==> src/rtl/control_unit_mc_pkg.sv <==
`default_nettype none
// ============================================================================
//  Module   : control_unit_mc_pkg
//  Purpose  : Shared encodings for the multicycle RV32I control unit and its
//             datapath: opcodes, FSM state codes, ALU operation/control codes
//             and datapath mux select encodings. Also provides the immSrc
//             decode helper.
//  Ports    : none (package)
//  Revision : 1.0 - initial release
// ============================================================================
package control_unit_mc_pkg;

   // Opcodes (instruction[6:0])
   localparam logic [6:0] OP_LW  = 7'b0000011;
   localparam logic [6:0] OP_SW  = 7'b0100011;
   localparam logic [6:0] OP_R   = 7'b0110011;
   localparam logic [6:0] OP_I   = 7'b0010011;
   localparam logic [6:0] OP_JAL = 7'b1101111;
   localparam logic [6:0] OP_BEQ = 7'b1100011;

   // FSM state codes; 11..15 are unreachable
   typedef enum logic [3:0] {
      S_FETCH    = 4'd0,
      S_DECODE   = 4'd1,
      S_MEMADR   = 4'd2,
      S_MEMREAD  = 4'd3,
      S_MEMWB    = 4'd4,
      S_MEMWRITE = 4'd5,
      S_EXECUTER = 4'd6,
      S_EXECUTEI = 4'd7,
      S_ALUWB    = 4'd8,
      S_JAL      = 4'd9,
      S_BEQ      = 4'd10
   } state_t;

   // Operation class requested by the FSM from the ALU decoder
   typedef enum logic [1:0] {
      ALUOP_ADD   = 2'b00,
      ALUOP_SUB   = 2'b01,
      ALUOP_FUNCT = 2'b10
   } aluop_t;

   // aluControl encodings
   localparam logic [2:0] ALU_ADD = 3'b000;
   localparam logic [2:0] ALU_SUB = 3'b001;
   localparam logic [2:0] ALU_AND = 3'b010;
   localparam logic [2:0] ALU_OR  = 3'b011;
   localparam logic [2:0] ALU_SLT = 3'b101;

   // immSrc encodings
   localparam logic [1:0] IMM_I = 2'b00;
   localparam logic [1:0] IMM_S = 2'b01;
   localparam logic [1:0] IMM_B = 2'b10;
   localparam logic [1:0] IMM_J = 2'b11;

   // resultSrc encodings
   localparam logic [1:0] RES_ALUOUT = 2'b00;
   localparam logic [1:0] RES_DATA   = 2'b01;
   localparam logic [1:0] RES_ALU    = 2'b10;

   // aluSrcA encodings
   localparam logic [1:0] SRCA_PC    = 2'b00;
   localparam logic [1:0] SRCA_OLDPC = 2'b01;
   localparam logic [1:0] SRCA_RD1   = 2'b10;

   // aluSrcB encodings
   localparam logic [1:0] SRCB_RD2  = 2'b00;
   localparam logic [1:0] SRCB_IMM  = 2'b01;
   localparam logic [1:0] SRCB_FOUR = 2'b10;

   // Immediate format from opcode; formats without an immediate fall back to I
   function automatic logic [1:0] imm_src_of(input logic [6:0] op);
      case (op)
         OP_SW:   imm_src_of = IMM_S;
         OP_BEQ:  imm_src_of = IMM_B;
         OP_JAL:  imm_src_of = IMM_J;
         default: imm_src_of = IMM_I;
      endcase
   endfunction

endpackage
`default_nettype wire

==> src/rtl/control_unit_mc_alu_decoder.sv <==
`default_nettype none
// ============================================================================
//  Module   : control_unit_mc_alu_decoder
//  Purpose  : Combinational ALU decoder. Maps the FSM's operation class plus
//             funct fields to the 3-bit aluControl code.
//  Ports    : alu_op      in  2  operation class (add / sub / funct)
//             f3          in  3  instruction[14:12]
//             op5         in  1  instruction[5] (1 = R-type, 0 = I-type)
//             f7_5        in  1  instruction[30]
//             alu_control out 3  ALU operation code
//  Revision : 1.0 - initial release
// ============================================================================
module control_unit_mc_alu_decoder
   import control_unit_mc_pkg::*;
(
   input  logic [1:0] alu_op,
   input  logic [2:0] f3,
   input  logic       op5,
   input  logic       f7_5,
   output logic [2:0] alu_control
);

   always_comb begin
      alu_control = ALU_ADD;
      case (alu_op)
         ALUOP_SUB: alu_control = ALU_SUB;
         ALUOP_FUNCT: begin
            case (f3)
               // op5 separates R-type from addi, whose f7 field is immediate bits
               3'b000:  alu_control = (op5 & f7_5) ? ALU_SUB : ALU_ADD;
               3'b010:  alu_control = ALU_SLT;
               3'b110:  alu_control = ALU_OR;
               3'b111:  alu_control = ALU_AND;
               default: alu_control = ALU_ADD;
            endcase
         end
         default: alu_control = ALU_ADD;
      endcase
   end

endmodule
`default_nettype wire

==> src/rtl/control_unit_mc.sv <==
`default_nettype none
// ============================================================================
//  Module   : control_unit_mc
//  Purpose  : Multicycle control FSM for RV32I lw, sw, R-type, I-type ALU,
//             beq and jal. Drives one cycle of datapath controls per state.
//  Ports    : clk, reset (async, active-low)
//             op/f3/f7/zero          decode fields and ALU zero flag
//             pcWrite, adrSrc, memWrite, irWrite, resultSrc, aluSrcA,
//             aluSrcB, immSrc, regWrite, aluControl  datapath controls
//             illegalOp              pulse for an unsupported opcode in DECODE
//             state                  current state code (debug)
//  Revision : 1.0 - initial release
// ============================================================================
module control_unit_mc
   import control_unit_mc_pkg::*;
#(
   parameter int ALUCTRL_W = 3,
   parameter int STATE_W   = 4
)(
   input  logic                 clk,
   input  logic                 reset,
   input  logic [6:0]           op,
   input  logic [2:0]           f3,
   input  logic [6:0]           f7,
   input  logic                 zero,
   output logic                 pcWrite,
   output logic                 adrSrc,
   output logic                 memWrite,
   output logic                 irWrite,
   output logic [1:0]           resultSrc,
   output logic [1:0]           aluSrcA,
   output logic [1:0]           aluSrcB,
   output logic [1:0]           immSrc,
   output logic                 regWrite,
   output logic [ALUCTRL_W-1:0] aluControl,
   output logic                 illegalOp,
   output logic [STATE_W-1:0]   state
);

   state_t     cur_state;
   logic       legal_op;
   logic       pc_update;
   logic       branch;
   logic       mem_write_s;
   logic       ir_write_s;
   logic       reg_write_s;
   logic [1:0] alu_op;
   logic [2:0] alu_ctrl;
   logic       unused_f7;

   assign unused_f7 = ^{f7[6], f7[4:0]};

   always_comb begin
      case (op)
         OP_LW, OP_SW, OP_R, OP_I, OP_JAL, OP_BEQ: legal_op = 1'b1;
         default:                                  legal_op = 1'b0;
      endcase
   end

   // State register and next-state logic
   always_ff @(posedge clk or negedge reset) begin
      if (!reset) begin
         cur_state <= S_FETCH;
      end else begin
         case (cur_state)
            S_FETCH:  cur_state <= S_DECODE;
            S_DECODE: begin
               case (op)
                  OP_LW, OP_SW: cur_state <= S_MEMADR;
                  OP_R:         cur_state <= S_EXECUTER;
                  OP_I:         cur_state <= S_EXECUTEI;
                  OP_JAL:       cur_state <= S_JAL;
                  OP_BEQ:       cur_state <= S_BEQ;
                  default:      cur_state <= S_FETCH;
               endcase
            end
            S_MEMADR:   cur_state <= (op == OP_LW) ? S_MEMREAD : S_MEMWRITE;
            S_MEMREAD:  cur_state <= S_MEMWB;
            S_EXECUTER,
            S_EXECUTEI,
            S_JAL:      cur_state <= S_ALUWB;
            default:    cur_state <= S_FETCH;
         endcase
      end
   end

   // Moore output decode; unreachable codes leave every enable at zero
   always_comb begin
      pc_update   = 1'b0;
      branch      = 1'b0;
      adrSrc      = 1'b0;
      mem_write_s = 1'b0;
      ir_write_s  = 1'b0;
      reg_write_s = 1'b0;
      resultSrc   = RES_ALUOUT;
      aluSrcA     = SRCA_PC;
      aluSrcB     = SRCB_RD2;
      alu_op      = ALUOP_ADD;
      case (cur_state)
         S_FETCH: begin
            ir_write_s = 1'b1;
            aluSrcB    = SRCB_FOUR;
            resultSrc  = RES_ALU;
            pc_update  = 1'b1;
         end
         S_DECODE: begin
            aluSrcA = SRCA_OLDPC;
            aluSrcB = SRCB_IMM;
         end
         S_MEMADR: begin
            aluSrcA = SRCA_RD1;
            aluSrcB = SRCB_IMM;
         end
         S_MEMREAD: adrSrc = 1'b1;
         S_MEMWB: begin
            resultSrc   = RES_DATA;
            reg_write_s = 1'b1;
         end
         S_MEMWRITE: begin
            adrSrc      = 1'b1;
            mem_write_s = 1'b1;
         end
         S_EXECUTER: begin
            aluSrcA = SRCA_RD1;
            alu_op  = ALUOP_FUNCT;
         end
         S_EXECUTEI: begin
            aluSrcA = SRCA_RD1;
            aluSrcB = SRCB_IMM;
            alu_op  = ALUOP_FUNCT;
         end
         S_ALUWB: reg_write_s = 1'b1;
         S_JAL: begin
            aluSrcA   = SRCA_OLDPC;
            aluSrcB   = SRCB_FOUR;
            pc_update = 1'b1;
         end
         S_BEQ: begin
            aluSrcA = SRCA_RD1;
            alu_op  = ALUOP_SUB;
            branch  = 1'b1;
         end
         default: ;
      endcase
   end

   control_unit_mc_alu_decoder u_alu_decoder (
      .alu_op      (alu_op),
      .f3          (f3),
      .op5         (op[5]),
      .f7_5        (f7[5]),
      .alu_control (alu_ctrl)
   );

   // Enables are gated by reset so nothing writes while reset is held,
   // including the cycle in which reset lands mid-instruction.
   assign pcWrite    = reset & (pc_update | (branch & zero));
   assign memWrite   = reset & mem_write_s;
   assign irWrite    = reset & ir_write_s;
   assign regWrite   = reset & reg_write_s;
   assign illegalOp  = reset & (cur_state == S_DECODE) & ~legal_op;
   assign immSrc     = imm_src_of(op);
   assign aluControl = ALUCTRL_W'(alu_ctrl);
   assign state      = STATE_W'(cur_state);

endmodule
`default_nettype wire

==> config.mk <==
export PLATFORM = sky130hd
export DESIGN_NAME = control_unit_mc
export DESIGN_NICKNAME = d
export VERILOG_FILES = /design/src/rtl/control_unit_mc_pkg.sv /design/src/rtl/control_unit_mc_alu_decoder.sv /design/src/rtl/control_unit_mc.sv
export SDC_FILE = /design/constraint.sdc
export NUM_CORES = 1
export LEC_CHECK = 0
export CAP_MARGIN = 20
export CORE_MARGIN = 2
export CORE_UTILIZATION = 32
export CTS_CLUSTER_SIZE = 8
export DETAILED_ROUTE_END_ITERATION = 12
export PLACE_DENSITY = 0.85
export SLEW_MARGIN = 20
export SYNTH_ARGS = -nofsm -noshare
export SYNTH_HDL_FRONTEND = slang
export SYNTH_SLANG_ARGS = --single-unit
==> constraint.sdc <==
create_clock -name clk -period 1.6 [get_ports clk]
set_input_delay 0.16 -clock clk [delete_from_list [all_inputs] [get_ports clk]]
set_output_delay 0.16 -clock clk [all_outputs]
set_load 0.01 [all_outputs]
==> flow_metrics.tcl, run 1 <==
set metrics [dict create \
    wl_per_cell_microns 15.7 \
    ant_nets 0 \
    yosysTopAreaCell "dfrtp_1" \
    synth.distinct_cells 27 \
    grt_pass1_vias 831 \
    hold_buffers 0 \
    required_ns 1.44 \
    stdcell_area_sq_um 1190 \
    hpwl_microns 1550 \
    drv_slew 0 \
    synth_area_sq_um 518 \
    fin_tns_setup_ns -0.313 \
    rrSetupSlack_ns 0.23 \
    ys_ff_latch 4 \
    ys_seq_area_share_pct 19.3 \
    place_ws_ns -0.434 \
    worstPathMaxFanout 4 \
    clkPwrFrac_pct 12.6 \
    yosys-top-cells-area "dfrtp_1 (19%), nor3_1 (8.7%), nor2_1 (6.5%), nand2b_1 (6.0%), nand2_1 (5.8%)" \
    rsz0062_at_grt "yes" \
    final-hold-violation-count 0 \
    async_reset_ff_share_pct 100 \
    antenna_cells 0 \
    p_int_mw 0.569 \
    vias 809 \
    drc 0 \
    synth-edff-count 0 \
    p_leak_nw 0.582 \
    drv_cap 0 \
    endpoint_kind "output pin" \
    post-route-period-util_pct 108 \
    seq_power_share_pct 14.3 \
    vias_per_cell 5.22 \
    switching_share_pct 39.9 \
    fin_skew_ns 0.000845 \
    clk_latency_ns 0.22 \
    gp_congestion 0.843 \
    critPathLaunchType "flop" \
    synth_commonest_cells "nor2_1 (9), nor3_1 (9), nand2_1 (8)" \
    holdWs_ns 0.352 \
    largest_reg_flops 4 \
    hold_path_class "in -> async" \
    synthFlopType "dfrtp_1" \
    arrival_ns 1.57 \
    io_buffers 34 \
    cts_tree "done" \
    synth_warnings 0 \
    grtUsageTotal_pct 24.4 \
    yosysTopAreaCellShare_pct 19.3 \
    vdd_drop_max_mv 0.619 \
    fin_cells 155 \
    die_w_microns 44.2 \
    cellPowerDensity_nw_per_um2 798 \
    final_layout_size_suffix_gt1_share_pct 55.4 \
    antenna_found_initial 0 \
    period_needed_ns 1.73 \
    total_power_mw 0.947 \
    worstSetupPathType "reg -> out" \
    power.switching_mw 0.378 \
    ctsHtreeMaxLevel 1 \
    syn2layout_area_growth_pct 129 \
    worstRegToRegCells 4 \
    cts_made_buffers 3 \
    drt_pre_antenna_iters 4 \
    clk_pin_slew_ns 0.04 \
    cts_sinks 4 \
    wl_microns 2440 \
    root_buffer "clkbuf_4" \
    clk_path_buf_depth 2 \
    dieArea_sq_um 1960 \
    slew_headroom_pct 81.0 \
    syn_area_per_cell_sq_um 7.00 \
    die_h_microns 44.2 \
    grt_start_max_net_pins 12 \
    start_util_pct 34.4 \
    initialDrtViolationCount 17 \
    timing.final.ws_setup_ns -0.134 \
    ios 41 \
    placed_area_sq_um 1060 \
    finalNetCount 163 \
    grt_pass1_wl_microns 3590 \
    postSynthCellCount 74 \
    dp.cells 146 \
    setup_viol 6 \
    max_slew.worst_pin.slew_ns 0.282 \
    grt_overflow_total 0 \
    pwr-share-comb_pct 73.1 \
    status "finished, violations left" \
    fin_util_pct 78.7 \
    violations "setup timing" \
    syn_nets 96 \
    fmax_mhz 577 \
    num_rows 14 \
    fp.coreArea_sq_um 1510 \
]
-- layer usage --
layer,part of all wire (%),GRT usage [%],vias to the layer above,wire length [microns]
li1,-,-,383,-
met1,37,25.4,384,892
met2,57,47.1,38,1390
met3,4.6,4.08,4,112
met4,1.8,10.9,0,43
met5,0,0,-,0
-- cells in the final DEF, fill, tap and decap left out, drive strengths merged, types with 2 or more instances in the layout --
cell	instances
xor2	2
inv	5
nor4	2
xnor2	2
ha	2
clkbuf	8
dlygate4sd2	4
dfrtp	4
nand2	8
a21oi	5
nand2b	5
nor3	9
nor2	9
nor2b	2
a31oi	2
buf	43
clkdlybuf4s50	14
-- path summary, 6_finish.rpt --
kind                       startpoint             to
setup / recovery             state[3]  aluControl[1]
hold / removal                  reset       state[0]
setup reg to reg             state[2]       state[2]
hold reg to reg              state[0]       state[0]
max in group asynchronous       reset       state[3]
min in group clk                op[2]       state[1]
-- kinds of logic after synthesis --
logic type,share of synthesized area (%)
AO/OA/AOI/OAI,15.5
AND/OR/NAND/NOR,45.2
adder cells (fa/ha/maj),4.83
buffers and inverters,8.45
flip-flops,19.3
XOR/XNOR,6.76
-- final cells by class --
type | count | area (sq um)
Inverter | 5 | 18.8
Sequential cell | 4 | 103
Clock buffer | 3 | 22.5
Fill cell | 107 | 320
Timing Repair Buffer | 67 | 515
Multi-Input combinational cell | 60 | 507
Tap cell | 16 | 20.0
-- critical path, stage by stage, from the launching register on --
cell and delay (ns):
dfrtp_2 0.42, buf_4 0.15, nand2b_4 0.08, nor2_4 0.05, ha_1 0.35, nor3_4 0.15
buf_2 0.16
-- timing repair --
action	4_1_cts	5_1_grt
buffers inserted	4	2
endpoints found under the setup margin	17	13
gates resized for setup	68	25
pin swaps	9	6
-- power by group through the flow --
stage,clock network [mW],registers [mW],logic [mW]
2_1_floorplan,0,0.135,0.260
3_3_place_gp,0,0.126,0.643
3_5_place_dp,0,0.126,0.659
4_1_cts,0.120,0.133,0.647
5_1_grt,0.129,0.137,0.738
6_report,0.120,0.135,0.692
Power figures use the tool's default switching activity.
==> run 2: changes to the inputs <==
Settings changed: CORE_MARGIN 2 to default, CORE_UTILIZATION 32 to 33, SYNTH_HIERARCHICAL from default to 1.
==> run 2 against run 1 <==
Against the previous run:
- the flow still finishes with violations (setup timing)
- clock power rose by 12%
- via count is 23% higher
- setup slack got worse by 0.22 ns
- register-to-register slack got worse by 0.32 ns
- sequential power is 5% higher
- first-iteration DRC count rose to 2.8 times the previous value
- global-route usage grew 7.1 points
==> flow_metrics.tcl, run 2 <==
set metrics [dict create \
    status "finished, violations left" \
    violations "setup timing" \
    required_ns 1.44 \
    cellPowerDensity_nw_per_um2 875 \
    critical_path.cell_chain "buf_4 > buf_8 > or2_4 > a21oi_2 > a21oi_1 > nor3b_1 > buf_2" \
    final_layout_size_suffix_gt1_share_pct 67.1 \
    initialDrtViolationCount 48 \
    vdd_drop_max_mv 0.735 \
    endpoint_kind "output pin" \
    start_util_pct 36.3 \
    total_power_mw 1.26 \
    finalNetCount 173 \
    drv_cap 0 \
    placed_area_sq_um 1110 \
    syn_nets 95 \
    grt_start_max_net_pins 10 \
    clk_path_buf_depth 2 \
    synth-edff-count 0 \
    num_rows 14 \
    worstPathMaxFanout 7 \
    cpPeakStageDelay_ns 0.45 \
    final-hold-violation-count 0 \
    vias_per_cell 6.05 \
    io_buffers 34 \
    cts_made_buffers 3 \
    hold_path_class "in -> async" \
    drt_pre_antenna_iters 4 \
    cts_tree "done" \
    synth_area_sq_um 559 \
    timing.final.ws_setup_ns -0.350 \
    yosys.area_share.simple_pct 50.1 \
    grt_overflow_total 0 \
    place_ws_ns -0.445 \
    fin_skew_ns 0.00111 \
    postSynthCellCount 73 \
    dieArea_sq_um 1860 \
    yosys-top-cells-area "dfrtp_1 (18%), nor2_1 (5.4%), nor3b_1 (5.4%), a21oi_1 (4.5%), ha_1 (4.5%)" \
    hold_buffers 0 \
    root_buffer "clkbuf_4" \
    ant_nets 0 \
    stdcell_area_sq_um 1440 \
    cp_slowest_cell "dfrtp_2" \
    largest_reg_flops 4 \
    period_needed_ns 1.95 \
    synth_warnings 6 \
    vias 998 \
    cts_sinks 4 \
    rsz0062_at_grt "yes" \
    drc 0 \
    async_reset_ff_share_pct 100 \
    die_h_microns 43.2 \
    synth_commonest_cells "nor2_1 (8), a21oi_1 (5)" \
    clk_pin_slew_ns 0.04 \
    fp.coreArea_sq_um 1540 \
    synthMostInstantiatedCell "nor2_1" \
    ys_ff_latch 4 \
    antenna_cells 0 \
    synthFlopType "dfrtp_1" \
    synth_compound_area_share_pct 15.4 \
    fmax_mhz 513 \
    setup_viol 14 \
    grt_pass1_vias 945 \
    worstSetupPathType "reg -> out" \
    grt_pass1_wl_microns 4400 \
    grtUsageTotal_pct 31.6 \
    wl_per_cell_microns 21.7 \
    synthMuxAreaShare_pct 0 \
    post-route-period-util_pct 122 \
    wl_microns 3580 \
    synth_top_family_by_area "simple AND/OR/NAND/NOR gates" \
    clk_latency_ns 0.24 \
    gp_congestion 0.757 \
    die_w_microns 43.2 \
    arrival_ns 1.79 \
    antenna_found_initial 0 \
    ios 41 \
    yosysTopAreaCell "dfrtp_1" \
    synth-adder-area-share_pct 4.47 \
    slew_headroom_pct 72.4 \
    synth-xor-area-share_pct 6.26 \
    layout_commonest_cell "buf_4" \
    drv_slew 0 \
    syn2layout_area_growth_pct 158 \
    synth.distinct_cells 38 \
    yosysTopAreaCellShare_pct 17.9 \
    ctsHtreeMaxLevel 1 \
    max_slew.worst_pin.slew_ns 0.410 \
    layout_common_cells "buf_4 (30), buf_6 (15), clkdlybuf4s50_1 (11), buf_2 (11)" \
    critPathLaunchType "flop" \
    p_leak_nw 0.698 \
    hpwl_microns 1590 \
    syn_area_per_cell_sq_um 7.66 \
    ys_seq_area_share_pct 17.9 \
]
## run 2: changes by cell type in the layout (fill, tap and decap cells not counted), moves of 3 or more
| cell | before | now |
|---|---|---|
| buf_4 | 33 | 30 |
| nor3_2 | 3 | 0 |
| nor2_1 | 7 | 4 |
| inv_1 | 4 | 1 |
| dlymetal6s2s_1 | 0 | 4 |
| buf_6 | 1 | 15 |
| nand2_1 | 6 | 1 |
| nor3_1 | 5 | 1 |
| clkdlybuf4s50_1 | 14 | 11 |
## run 2: metal layers
layer	vias up	wire length, microns	GRT usage [%]
li1	423	-	-
met1	505	1400	38.2
met2	54	1800	58.8
met3	16	223	2.55
met4	0	165	7.88
met5	-	0	0
## run 2: critical path: cells and delay by family, from the launching register on
kind                   cells  cell delay (ns)
and+or+nand+nor            2             0.42
buffers and inverters      3             0.45
DFF                        1             0.45
AOI/OAI and AO/OA          2             0.22
## run 2: final cells by class
class	instances	area, sq um
fillers	54	100
clock buffers	3	22.5
flip-flops and latches	4	104
repair buffers	77	657
inverters	4	15.0
well taps	16	20.0
multi-input cells	61	623
## run 2: repair_timing
item,4_1_cts,5_1_grt
buffers inserted,11,15
pin swaps,10,11
endpoints found under the setup margin,18,19
resized for setup,87,43
endpoints found under the hold margin,0,0
## run 2: path summary, 6_finish.rpt
| check | slack (ns) | end | startpoint | cells past startpoint |
|---|---|---|---|---|
| worst min-delay path | 0.38 | state[1] | reset | 2 |
| min in group clk | 0.54 | state[1] | op[2] | 3 |
| worst min register to register | 0.73 | state[2] | state[1] | 2 |
| worst max-delay path | -0.35 | pcWrite | state[3] | 7 |
| worst max register to register | -0.09 | state[1] | state[0] | 6 |
| max in group asynchronous | 1.09 | state[2] | reset | 2 |
## run 2: per-stage QoR
| step | TNS (ns) | utilization (%) | instances | hold slack (ns) |
|---|---|---|---|---|
| after floorplan | 0 | - | 73 | -0.136 |
| after global placement | -3.18 | 72.3 | 142 | 0.582 |
| after detailed placement | -3.93 | 72.3 | 142 | 0.576 |
| after CTS | -0.964 | 82.1 | 155 | 0.336 |
| after global routing | -2.56 | 93.5 | 165 | 0.411 |
| final | -1.97 | 93.5 | 165 | 0.380 |
## run 2: power by group
part	leakage (nW)	internal (mW)	total, mW	switching [mW]
clock network	0.0138	0.0845	0.134	0.0498
logic	0.635	0.538	0.985	0.447
registers	0.0487	0.118	0.142	0.0241
total	0.698	0.741	1.26	0.521
## run 2: cells by family after synthesis
group	after synthesis
compound gates	13
simple gates	42
flops	4
fa+ha+maj	2
xor+xnor	4
buf+inv	8
